## src/rtl/axil_pkg.sv

```systemverilog
// Shared AXI4-Lite definitions for the dtcore32 MMIO bridge: response codes,
// FSM state encodings and the MMIO window bounds.
package axil_pkg;

  localparam logic [1:0] RESP_OKAY   = 2'b00;
  localparam logic [1:0] RESP_EXOKAY = 2'b01;
  localparam logic [1:0] RESP_SLVERR = 2'b10;
  localparam logic [1:0] RESP_DECERR = 2'b11;

  localparam logic [31:0] MMIO_BASE = 32'h0000_2400;
  localparam logic [31:0] MMIO_END  = 32'h0000_2410;

  typedef enum logic [1:0] {
    W_IDLE,
    W_ADDR_DATA,
    W_RESP
  } wr_state_t;

  typedef enum logic [1:0] {
    R_IDLE,
    R_ADDR,
    R_DATA
  } rd_state_t;

  // SLVERR and DECERR both report an error to the core.
  function automatic logic resp_is_err(input logic [1:0] resp);
    case (resp)
      RESP_OKAY, RESP_EXOKAY:   resp_is_err = 1'b0;
      RESP_SLVERR, RESP_DECERR: resp_is_err = 1'b1;
      default:                  resp_is_err = 1'b0;
    endcase
  endfunction

  function automatic logic in_mmio(input logic [31:0] addr);
    in_mmio = (addr >= MMIO_BASE) && (addr < MMIO_END);
  endfunction

endpackage

```

## src/rtl/axil_master.sv

```systemverilog
// Core MMIO port to AXI4-Lite manager bridge. Independent read and write
// engines; each core request becomes exactly one AXI4-Lite transaction.
module axil_master
  import axil_pkg::*;
#(
  parameter int unsigned ADDR_WIDTH = 32,
  parameter int unsigned DATA_WIDTH = 32
) (
  input  logic                      CLK,
  input  logic                      RST,
  input  logic                      START_READ,
  input  logic                      START_WRITE,
  input  logic [ADDR_WIDTH-1:0]     TRANSACTION_RADDR,
  input  logic [ADDR_WIDTH-1:0]     TRANSACTION_WRADDR,
  input  logic [DATA_WIDTH-1:0]     TRANSACTION_WRDATA,
  input  logic [3:0]                TRANSACTION_WSTRB,
  output logic [DATA_WIDTH-1:0]     TRANSACTION_RDATA,
  output logic                      BUSY_READ,
  output logic                      BUSY_WRITE,
  output logic                      DONE_READ,
  output logic                      DONE_WRITE,
  output logic                      ERR_READ,
  output logic                      ERR_WRITE,
  output logic [ADDR_WIDTH-1:0]     M_AWADDR,
  output logic [2:0]                M_AWPROT,
  output logic                      M_AWVALID,
  input  logic                      M_AWREADY,
  output logic [DATA_WIDTH-1:0]     M_WDATA,
  output logic [DATA_WIDTH/8-1:0]   M_WSTRB,
  output logic                      M_WVALID,
  input  logic                      M_WREADY,
  input  logic [1:0]                M_BRESP,
  input  logic                      M_BVALID,
  output logic                      M_BREADY,
  output logic [ADDR_WIDTH-1:0]     M_ARADDR,
  output logic [2:0]                M_ARPROT,
  output logic                      M_ARVALID,
  input  logic                      M_ARREADY,
  input  logic [DATA_WIDTH-1:0]     M_RDATA,
  input  logic [1:0]                M_RRESP,
  input  logic                      M_RVALID,
  output logic                      M_RREADY
);

  localparam int unsigned STRB_WIDTH = DATA_WIDTH / 8;

  wr_state_t wr_state;
  rd_state_t rd_state;

  assign M_AWPROT = 3'b000;
  assign M_ARPROT = 3'b000;

  // Write engine: AW and W complete independently, then wait for B.
  always_ff @(posedge CLK) begin
    if (!RST) begin
      wr_state   <= W_IDLE;
      M_AWADDR   <= '0;
      M_WDATA    <= '0;
      M_WSTRB    <= '0;
      M_AWVALID  <= 1'b0;
      M_WVALID   <= 1'b0;
      M_BREADY   <= 1'b0;
      BUSY_WRITE <= 1'b0;
      DONE_WRITE <= 1'b0;
      ERR_WRITE  <= 1'b0;
    end else begin
      DONE_WRITE <= 1'b0;
      case (wr_state)
        W_IDLE: begin
          if (START_WRITE) begin
            M_AWADDR   <= TRANSACTION_WRADDR;
            M_WDATA    <= TRANSACTION_WRDATA;
            M_WSTRB    <= STRB_WIDTH'(TRANSACTION_WSTRB);
            M_AWVALID  <= 1'b1;
            M_WVALID   <= 1'b1;
            BUSY_WRITE <= 1'b1;
            wr_state   <= W_ADDR_DATA;
          end
        end
        W_ADDR_DATA: begin
          if (M_AWREADY) M_AWVALID <= 1'b0;
          if (M_WREADY)  M_WVALID  <= 1'b0;
          // A channel is finished if it already handshook or does so now.
          if ((!M_AWVALID || M_AWREADY) && (!M_WVALID || M_WREADY)) begin
            M_BREADY <= 1'b1;
            wr_state <= W_RESP;
          end
        end
        W_RESP: begin
          if (M_BVALID) begin
            M_BREADY   <= 1'b0;
            DONE_WRITE <= 1'b1;
            ERR_WRITE  <= resp_is_err(M_BRESP);
            BUSY_WRITE <= 1'b0;
            wr_state   <= W_IDLE;
          end
        end
        default: wr_state <= W_IDLE;
      endcase
    end
  end

  // Read engine: AR handshake, then capture R data.
  always_ff @(posedge CLK) begin
    if (!RST) begin
      rd_state          <= R_IDLE;
      M_ARADDR          <= '0;
      M_ARVALID         <= 1'b0;
      M_RREADY          <= 1'b0;
      TRANSACTION_RDATA <= '0;
      BUSY_READ         <= 1'b0;
      DONE_READ         <= 1'b0;
      ERR_READ          <= 1'b0;
    end else begin
      DONE_READ <= 1'b0;
      case (rd_state)
        R_IDLE: begin
          if (START_READ) begin
            M_ARADDR  <= TRANSACTION_RADDR;
            M_ARVALID <= 1'b1;
            BUSY_READ <= 1'b1;
            rd_state  <= R_ADDR;
          end
        end
        R_ADDR: begin
          if (M_ARREADY) begin
            M_ARVALID <= 1'b0;
            M_RREADY  <= 1'b1;
            rd_state  <= R_DATA;
          end
        end
        R_DATA: begin
          if (M_RVALID) begin
            M_RREADY          <= 1'b0;
            TRANSACTION_RDATA <= M_RDATA;
            DONE_READ         <= 1'b1;
            ERR_READ          <= resp_is_err(M_RRESP);
            BUSY_READ         <= 1'b0;
            rd_state          <= R_IDLE;
          end
        end
        default: rd_state <= R_IDLE;
      endcase
    end
  end

endmodule

```

## config.mk

```make
export PLATFORM = sky130hd
export DESIGN_NAME = axil_master
export DESIGN_NICKNAME = d
export VERILOG_FILES = /design/src/rtl/axil_pkg.sv /design/src/rtl/axil_master.sv
export SDC_FILE = /design/constraint.sdc
export NUM_CORES = 1
export LEC_CHECK = 0
export ABC_AREA = 0
export CORE_AREA = 2 2 118 120
export DETAILED_ROUTE_END_ITERATION = 10
export DIE_AREA = 0 0 120 122
export GPL_ROUTABILITY_DRIVEN = 0
export HOLD_SLACK_MARGIN = 0.05
export PLACE_DENSITY = 0.84
export SLEW_MARGIN = 20
export SYNTH_ARGS = -nofsm -noshare
export SYNTH_HDL_FRONTEND = slang
export SYNTH_SLANG_ARGS = --single-unit
export TNS_END_PERCENT = 100
```

## constraint.sdc

```tcl
create_clock -name CLK -period 3 [get_ports CLK]
set_clock_uncertainty 0.15 [all_clocks]
set_input_delay 0.75 -clock CLK [delete_from_list [all_inputs] [get_ports CLK]]
set_output_delay 0.75 -clock CLK [all_outputs]
set_load 0.01 [all_outputs]
```

# --- Yosys cells after proc, flatten, opt, wreduce, memory -nomap -nowiden ---
# Index checks and enable logic that the tools add are counted.
totals:
  reg_bits: 147
  word_cells: 98
  input_bits: 145
  output_inout_bits: 149
op_classes:
  n_eq_ne: 18
  mux: 28
  reduce_logical: 34
op_table:
  columns: ["operator", "n"]
  rows:
  - ["3-bit AND reduction", 9]
  - ["1-bit one-hot mux with 2 select lines", 9]
  - ["2-bit != test (second input constant)", 8]
  - ["2-bit == test (second input constant)", 6]
  - ["2-bit 2-to-1 mux", 6]
  - ["2-bit one-hot mux with 3 select lines", 2]
  - ["2-bit AND reduction", 6]
  - ["2-bit nonzero test", 6]
  - ["1-bit 2-to-1 mux", 11]
  - ["2-bit by 1-bit == test with 1-bit output (second input constant)", 4]
  - ["2-bit logical NOT", 4]
  - ["2-bit OR reduction", 4]
  - ["1-bit logical NOT", 2]
  - ["1-bit logical OR", 2]
  - ["1-bit logical AND", 1]

# --- Logic depth before layout (Yosys ltp) ---
# Gate-level depths: netlist (run 1).
logic_depth:
  depth_word: 5
  ltp_mapped: 7

# --- Worst setup path after synthesis (run 1) ---
# OpenSTA, ideal clock, no wires.
synth_path:
  kind: "input-to-reg"
  startpoint: "input port RST"
  endpoint: "register M_ARADDR[10]"
  t_arrival_ns: 1.500
  slack_ns: 1.276
  stages: 5
  cell_sequence: "buf_2 buf_2 clkbuf_1 nand2_1 o21ai_0"
synth_lines:
  columns: ["element", "line", "rtl"]
  rows:
  - ["start, declared", "axil_master.sv:10", "input logic RST,"]
  - ["end signal, assigned", "axil_master.sv:107", "M_ARADDR <= '0;"]
  - ["end signal, assigned", "axil_master.sv:119", "M_ARADDR <= TRANSACTION_RADDR;"]
  - ["end, declared", "axil_master.sv:35", "output logic [ADDR_WIDTH-1:0] M_ARADDR,"]

# --- Final worst setup path (run 1) ---
layout_path:
  startpoint: "register M_WVALID"
  endpoint: "output port M_WVALID"
layout_lines:
  columns: ["element", "line", "rtl"]
  rows:
  - ["start, declared", "axil_master.sv:30", "output logic M_WVALID,"]
  - ["start signal, assigned", "axil_master.sv:61", "M_WVALID <= 1'b0;"]
  - ["start signal, assigned", "axil_master.sv:75", "M_WVALID <= 1'b1;"]
  - ["start signal, assigned", "axil_master.sv:82", "if (M_WREADY) M_WVALID <= 1'b0;"]
# No word-level cell between the ends.

==> flow_metrics.env, run 1 <==
export IMPL_root_buffer="clkbuf_16"
export IMPL_avgSynthCellArea_um2=8.208
export IMPL_h_tree_depth=4
export IMPL_vias_per_cell=4.859
export IMPL_relSlewSlack_pct=63.02
export IMPL_hp_start="ERR_WRITE$_SDFFE_PN0P_"
export IMPL_period_share_pct=75.08
export IMPL_path_buf_inv=1
export IMPL_path_clk_slew_ns=0.06
export IMPL_ctsHoldBuffers=0
export IMPL_cpPeakStageDelay_ns=0.57
export IMPL_cts_num_sinks=147
export IMPL_clk_latency_ns=0.41
export IMPL_grt_pass1_vias=4858
export IMPL_synth_distinct_cells=31
export IMPL_antenna_found_initial=0
export IMPL_fin_crit_ns=2.252
export IMPL_dr_pass1_iters=5
export IMPL_synth_area_mm2=0.005466
export IMPL_routed_wirelength_um=15690
export IMPL_cpMaxStageDelayCell="clkdlybuf4s50_1"
export IMPL_vias=5379
export IMPL_reg2regPathDepth=4
export IMPL_nFillCells=1076
export IMPL_coreArea_mm2=0.01350
export IMPL_n_antenna_cell=0
export IMPL_post_cts_buffers=0
export IMPL_synthCells=666
export IMPL_rsz0062_at_grt="false"
export IMPL_setup_viol=0
export IMPL_status="finished clean"
export IMPL_setup_ws_ns=0.7475
export IMPL_holdCritPathClass="reg2reg"
export IMPL_globalRouteTotalUtil_pct=20.71
export IMPL_reg2reg_slack_ns=1.34
export IMPL_start_kind="register"
export IMPL_vdd_drop_max_mv=0.3139
export IMPL_grt_ovfl_total=0
export IMPL_cap_viol_max_count=0
export IMPL_dieArea_mm2=0.01464
export IMPL_die_x_um=120
export IMPL_ioPinCount=294
export IMPL_final_common_cell="clkdlybuf4s50_1"
export IMPL_p_per_area_mw_per_mm2=571.7
export IMPL_numPortBuffers=285
export IMPL_min_to="ERR_WRITE$_SDFFE_PN0P_"
export IMPL_grt_max_degree=138
export IMPL_hold_violations=0
export IMPL_layout_drive_gt1_share_pct=4.207
export IMPL_place_ws_ns=0.5266
export IMPL_postPlaceCellArea_mm2=0.008298
export IMPL_critPathRequiredTime_ns=2.10
export IMPL_cts_buffers=17
export IMPL_ys_ff_latch=147
export IMPL_dp_hpwl_um=10870
export IMPL_min_path_cells=2
export IMPL_crit_fanout=4
export IMPL_initial_core_util_pct=40.48
export IMPL_tightest_slew_ns=0.5548
export IMPL_wl_per_cell_um=14.17
export IMPL_drc=0
export IMPL_slew_viol_final=0
export IMPL_yosysSeqAreaShare_pct=53.83
export IMPL_drt_iter0_drc=368
export IMPL_cts_tree="built"
export IMPL_die_y_um=122
export IMPL_rr_startpoint="wr_state[1]$_SDFFE_PN0P_"
export IMPL_worstPathCellList="clkdlybuf4s50_1"
export IMPL_fin_tns_setup_ns=0
export IMPL_max_freq_mhz=444.0
export IMPL_row_count=43
export IMPL_ctsResizeCount=0
export IMPL_areaGrowthSynthToFinish_pct=62.90
export IMPL_ctsLongestPathBuffers=2
export IMPL_critPathTopFamily="buffers and inverters"
export IMPL_finalInstanceArea_mm2=0.008905
export IMPL_nets=1059
export IMPL_yosys_warnings=0
export IMPL_p_leak_nw=3.154
export IMPL_ant_nets=0
export IMPL_r2r_end="M_WDATA[21]$_SDFFE_PN0P_"
export IMPL_path_class="reg2out"
export IMPL_crit_path_end_kind="output pin"
export IMPL_worstPathArrival_ns=1.35
export IMPL_mostFrequentLayoutCells="284 x clkdlybuf4s50_1, 147 x dfxtp_1, 140 x nand2_1"
export IMPL_grt_first_pass_wirelength_um=24030
-- stage by stage --
| stage | utilization (%) | power (mW) | instances | hold slack [ns] |
|---|---|---|---|---|
| 2_1_floorplan | - | 2.512 | 671 | 0.3226 |
| 3_3_place_gp | 61.45 | 2.957 | 1075 | 0.2857 |
| 3_5_place_dp | 61.45 | 2.975 | 1075 | 0.2941 |
| 4_1_cts | 65.94 | 5.148 | 1107 | 0.3038 |
| 5_1_grt | 65.94 | 5.307 | 1107 | 0.3202 |
| 6_report | 65.94 | 5.091 | 1107 | 0.3030 |
-- synthesized netlist by cell type --
cell type / instances / area [um^2]
buf_4: 9 / 67.56
o32ai_1: 2 / 17.52
a2111oi_0: 1 / 8.760
o22ai_1: 1 / 6.260
o21bai_1: 1 / 7.510
inv_1: 7 / 26.28
nor3b_4: 1 / 18.77
o21ai_1: 7 / 35.03
conb_1: 1 / 3.750
o21a_1: 1 / 7.510
and3b_1: 1 / 8.760
buf_1: 2 / 7.510
clkbuf_2: 6 / 30.03
nand3b_1: 1 / 7.510
a211oi_1: 4 / 30.03
dfxtp_1: 147 / 2943
nor2_1: 4 / 15.01
nor2b_1: 3 / 18.77
nand3_1: 135 / 675.7
and3_1: 1 / 6.260
nor3_1: 3 / 15.01
buf_6: 8 / 90.09
buf_8: 1 / 15.01
a21oi_1: 4 / 20.02
o21ai_0: 130 / 650.6
nand2_1: 140 / 525.5
a22o_1: 1 / 8.760
nor3b_2: 1 / 12.51
nand2b_1: 1 / 6.260
clkbuf_1: 23 / 86.33
buf_2: 19 / 95.09
-- sequential cells by signal, indices dropped and copies added, names as in the netlist --
signal / flops
ERR_WRITE: 1
BUSY_WRITE: 1
ERR_READ: 1
DONE_WRITE: 1
M_AWVALID: 1
M_ARADDR: 32
TRANSACTION_RDATA: 32
M_WDATA: 32
M_WVALID: 1
rd_state: 2
wr_state: 2
M_BREADY: 1
M_WSTRB: 4
BUSY_READ: 1
DONE_READ: 1
M_RREADY: 1
M_ARVALID: 1
M_AWADDR: 32
-- how the worst max path moves through the flow --
stage                                     start                         to  slack [ns]  cells after the start
after global placement              START_WRITE   M_WDATA[20]$_SDFFE_PN0P_        0.57                      5
after detailed placement            START_WRITE   M_WDATA[16]$_SDFFE_PN0P_        0.53                      4
after global routing      M_WVALID$_SDFFE_PN0P_                   M_WVALID        0.68                      1
final                     M_WVALID$_SDFFE_PN0P_                   M_WVALID        0.75                      1
after floorplan                             RST  M_ARADDR[10]$_SDFFE_PN0P_        1.28                      5
after CTS                 M_WVALID$_SDFFE_PN0P_                   M_WVALID        0.72                      1
-- metal layers --
metal	GRT usage (%)	share of wire (%)
met3	8.380	9.1
met2	34.38	48
met1	23.73	41
met4	8.529	2.0
met5	0	0
-- cells by family (layout without fill, tap and decap cells) --
kind of cell,count (synthesis),in the layout,synth area share [%]
simple gates,291,291,23.96
other cells,1,6,0.06860
buf+inv,75,331,7.645
compound gates,152,152,14.49
flops,147,147,53.83
-- cell type report --
cell class / count / area (um^2) / share of cell area [%]
clock buffer: 24 / 481.7 / 5.410
clock inverter: 8 / 125.1 / 1.405
inverter: 7 / 26.28 / 0.2951
multi-input combinational: 449 / 2132 / 23.94
sequential: 147 / 2943 / 33.05
tap: 180 / 225.2 / 2.529
timing repair buffer: 292 / 2972 / 33.37
-- report_power, final --
group	total, mW	internal, mW	leakage, nW	switching [mW]
Combinational	0.782	0.442	1.66	0.340
Sequential	2.15	2.08	1.20	0.0703
Clock	2.16	1.38	0.294	0.784
Total	5.09	3.90	3.15	1.19
Note: power is estimated with default switching activity, not from simulation.
==> run 2: changes to the inputs <==
--- a/config.mk
+++ b/config.mk
@@ -6,12 +6,12 @@
 export NUM_CORES = 1
 export LEC_CHECK = 0
 export ABC_AREA = 0
-export CORE_AREA = 2 2 118 120
+export CORE_AREA = 2 2 122 124
 export DETAILED_ROUTE_END_ITERATION = 10
-export DIE_AREA = 0 0 120 122
+export DIE_AREA = 0 0 124 126
 export GPL_ROUTABILITY_DRIVEN = 0
 export HOLD_SLACK_MARGIN = 0.05
-export PLACE_DENSITY = 0.84
+export PLACE_DENSITY = 0.79
 export SLEW_MARGIN = 20
 export SYNTH_ARGS = -nofsm -noshare
 export SYNTH_HDL_FRONTEND = slang
==> constraint.sdc (replaced) <==
create_clock -name CLK -period 2.2 [get_ports CLK]
set_clock_uncertainty 0.15 [all_clocks]
set_input_delay 0.55 -clock CLK [delete_from_list [all_inputs] [get_ports CLK]]
set_output_delay 0.55 -clock CLK [all_outputs]
set_load 0.01 [all_outputs]
==> run 2 against run 1 <==
Compared with the run above: non-clock buffer count grew 7; via count shrank 0.13%; largest power group is now sequential cells; critical path depth is the same; register-to-register slack got worse by 0.65 ns; sequential power grew 36%; cell count grew 0.99%; routed wire length shrank 1.8%; clock power up 32%; hold slack got worse by 0.0031 ns; critical path type unchanged; total power grew 35%; combinational power rose by 42%; design area up 1.1%.
==> flow_metrics.env, run 2 (synthesized netlist as in run 1, its figures left out) <==
export IMPL_layout_drive_gt1_share_pct=5.139
export IMPL_fin_tns_setup_ns=0
export IMPL_dieArea_mm2=0.01562
export IMPL_cts_tree="built"
export IMPL_busiest_layer="met2"
export IMPL_status="finished clean"
export IMPL_initial_core_util_pct=38.19
export IMPL_row_count=44
export IMPL_reg2reg_slack_ns=0.69
export IMPL_p_per_area_mw_per_mm2=765.0
export IMPL_cts_buffers=17
export IMPL_setup_viol=0
export IMPL_cap_viol_max_count=0
export IMPL_cts_num_sinks=147
export IMPL_path_clk_slew_ns=0.06
export IMPL_mostFrequentLayoutCells="284 x clkdlybuf4s50_1, 147 x dfxtp_1, 140 x nand2_1"
export IMPL_critPathRequiredTime_ns=1.50
export IMPL_sw_frac_of_total_pct=24.38
export IMPL_grt_pass1_vias=4899
export IMPL_p_leak_nw=3.190
export IMPL_fin_crit_ns=2.057
export IMPL_finalInstanceArea_mm2=0.009002
export IMPL_period_share_pct=93.51
export IMPL_met2_usage_pct=32.16
export IMPL_max_freq_mhz=486.1
export IMPL_whs_ns=0.2999
export IMPL_p_clk_share_pct=41.4
export IMPL_nets=1066
export IMPL_grt_ovfl_total=0
export IMPL_postPlaceCellArea_mm2=0.008416
export IMPL_antenna_found_initial=0
export IMPL_n_antenna_cell=0
export IMPL_die_y_um=126
export IMPL_coreArea_mm2=0.01431
export IMPL_vias_per_cell=4.805
export IMPL_h_tree_depth=4
export IMPL_grt_first_pass_wirelength_um=23620
export IMPL_ioPinCount=294
export IMPL_areaGrowthSynthToFinish_pct=64.68
export IMPL_internal_power_mw=5.208
export IMPL_worstPathArrival_ns=1.36
export IMPL_drt_iter0_drc=259
export IMPL_dr_pass1_iters=4
export IMPL_holdCritPathClass="reg2reg"
export IMPL_crit_path_end_kind="output pin"
export IMPL_slew_viol_final=0
export IMPL_critPathTopFamily="buffers and inverters"
export IMPL_root_buffer="clkbuf_16"
export IMPL_globalRouteTotalUtil_pct=19.18
export IMPL_ctsHoldBuffers=0
export IMPL_path_buf_inv=1
export IMPL_post_cts_buffers=0
export IMPL_routed_wirelength_um=15400
export IMPL_grt_max_degree=77
export IMPL_drc=0
export IMPL_ant_nets=0
export IMPL_numPortBuffers=285
export IMPL_start_kind="register"
export IMPL_met1_usage_pct=21.19
export IMPL_worstPathCellList="clkdlybuf4s50_1"
export IMPL_path_class="reg2out"
export IMPL_vias=5372
export IMPL_final_common_cell="clkdlybuf4s50_1"
export IMPL_ctsLongestPathBuffers=2
export IMPL_cpPeakStageDelay_ns=0.56
export IMPL_ctsResizeCount=0
export IMPL_crit_fanout=4
export IMPL_vdd_drop_max_mv=0.4487
export IMPL_p_seq_share_pct=42.5
export IMPL_grtUsageMet3_pct=8.243
export IMPL_hold_violations=0
export IMPL_dp_hpwl_um=11050
export IMPL_die_x_um=124
export IMPL_p_comb_share_pct=16.1
export IMPL_cpMaxStageDelayCell="clkdlybuf4s50_1"
export IMPL_switchingPower_mw=1.679
export IMPL_wl_per_cell_um=13.77
export IMPL_rsz0062_at_grt="false"
export IMPL_clk_latency_ns=0.42
[run 2: cell types whose count changed in the layout (fill, tap and decap cells not counted)]
| cell | delta |
|---|---|
| buf_4 | +2 |
| inv_6 | +2 |
| clkinvlp_4 | +3 |
| buf_12 | +5 |
| clkbuf_1 | -2 |
| buf_6 | +1 |
| clkbuf_8 | -2 |
| bufinv_16 | -1 |
| clkinv_4 | -1 |
[run 2: final timing paths]
check                                               from                  endpoint  cells past startpoint
worst max-delay path               M_WVALID$_SDFFE_PN0P_                  M_WVALID                      1
worst min-delay path            M_WDATA[29]$_SDFFE_PN0P_  M_WDATA[29]$_SDFFE_PN0P_                      2
worst max register to register  wr_state[1]$_SDFFE_PN0P_   M_WDATA[9]$_SDFFE_PN0P_                      5
worst min register to register  M_WDATA[29]$_SDFFE_PN0P_  M_WDATA[29]$_SDFFE_PN0P_                      2
[run 2: worst register-to-register path, cell delays in order (launching register included)]
cell and delay [ns]:
dfxtp_1 0.41, nor3b_4 0.29, buf_12 0.20, buf_12 0.18, nand3_1 0.08, o21ai_0 0.10
[run 2: area by class of cell]
cell class | count | area, um^2
Clock inverter | 11 | 126.4
Tap cell | 184 | 230.2
Inverter | 7 | 26.28
Clock buffer | 21 | 460.4
Sequential cell | 147 | 2943
Fill cell | 1192 | 5311
Timing Repair Buffer | 299 | 3084
Multi-Input combinational cell | 449 | 2132
[run 2: per-stage QoR]
| stage | worst slack [ns] | utilization, % | std cells | power, mW |
|---|---|---|---|---|
| after global placement | 0.1235 | 58.79 | 1086 | 4.081 |
| after detailed placement | 0.09876 | 58.79 | 1086 | 4.103 |
| final | 0.1427 | 62.89 | 1118 | 6.887 |
| after CTS | 0.1206 | 62.89 | 1118 | 6.971 |
| after floorplan | 0.6757 | - | 671 | 3.425 |
| after global routing | 0.08146 | 62.89 | 1118 | 7.189 |
[run 2: per-layer routing]
| layer | vias to the layer above | routed length (um) |
|---|---|---|
| met5 | - | 0 |
| met4 | 0 | 355 |
| met3 | 26 | 1650 |
| met2 | 199 | 7388 |
| met1 | 2386 | 6005 |
| li1 | 2761 | - |
[run 2: power groups by stage]
stage	Combinational (mW)	Clock (mW)	Sequential (mW)
final	1.11	2.85	2.93
after global routing	1.21	3.03	2.95
after CTS	1.12	2.92	2.93
after detailed placement	1.12	0	2.99
after global placement	1.10	0	2.98
after floorplan	0.372	0	3.05
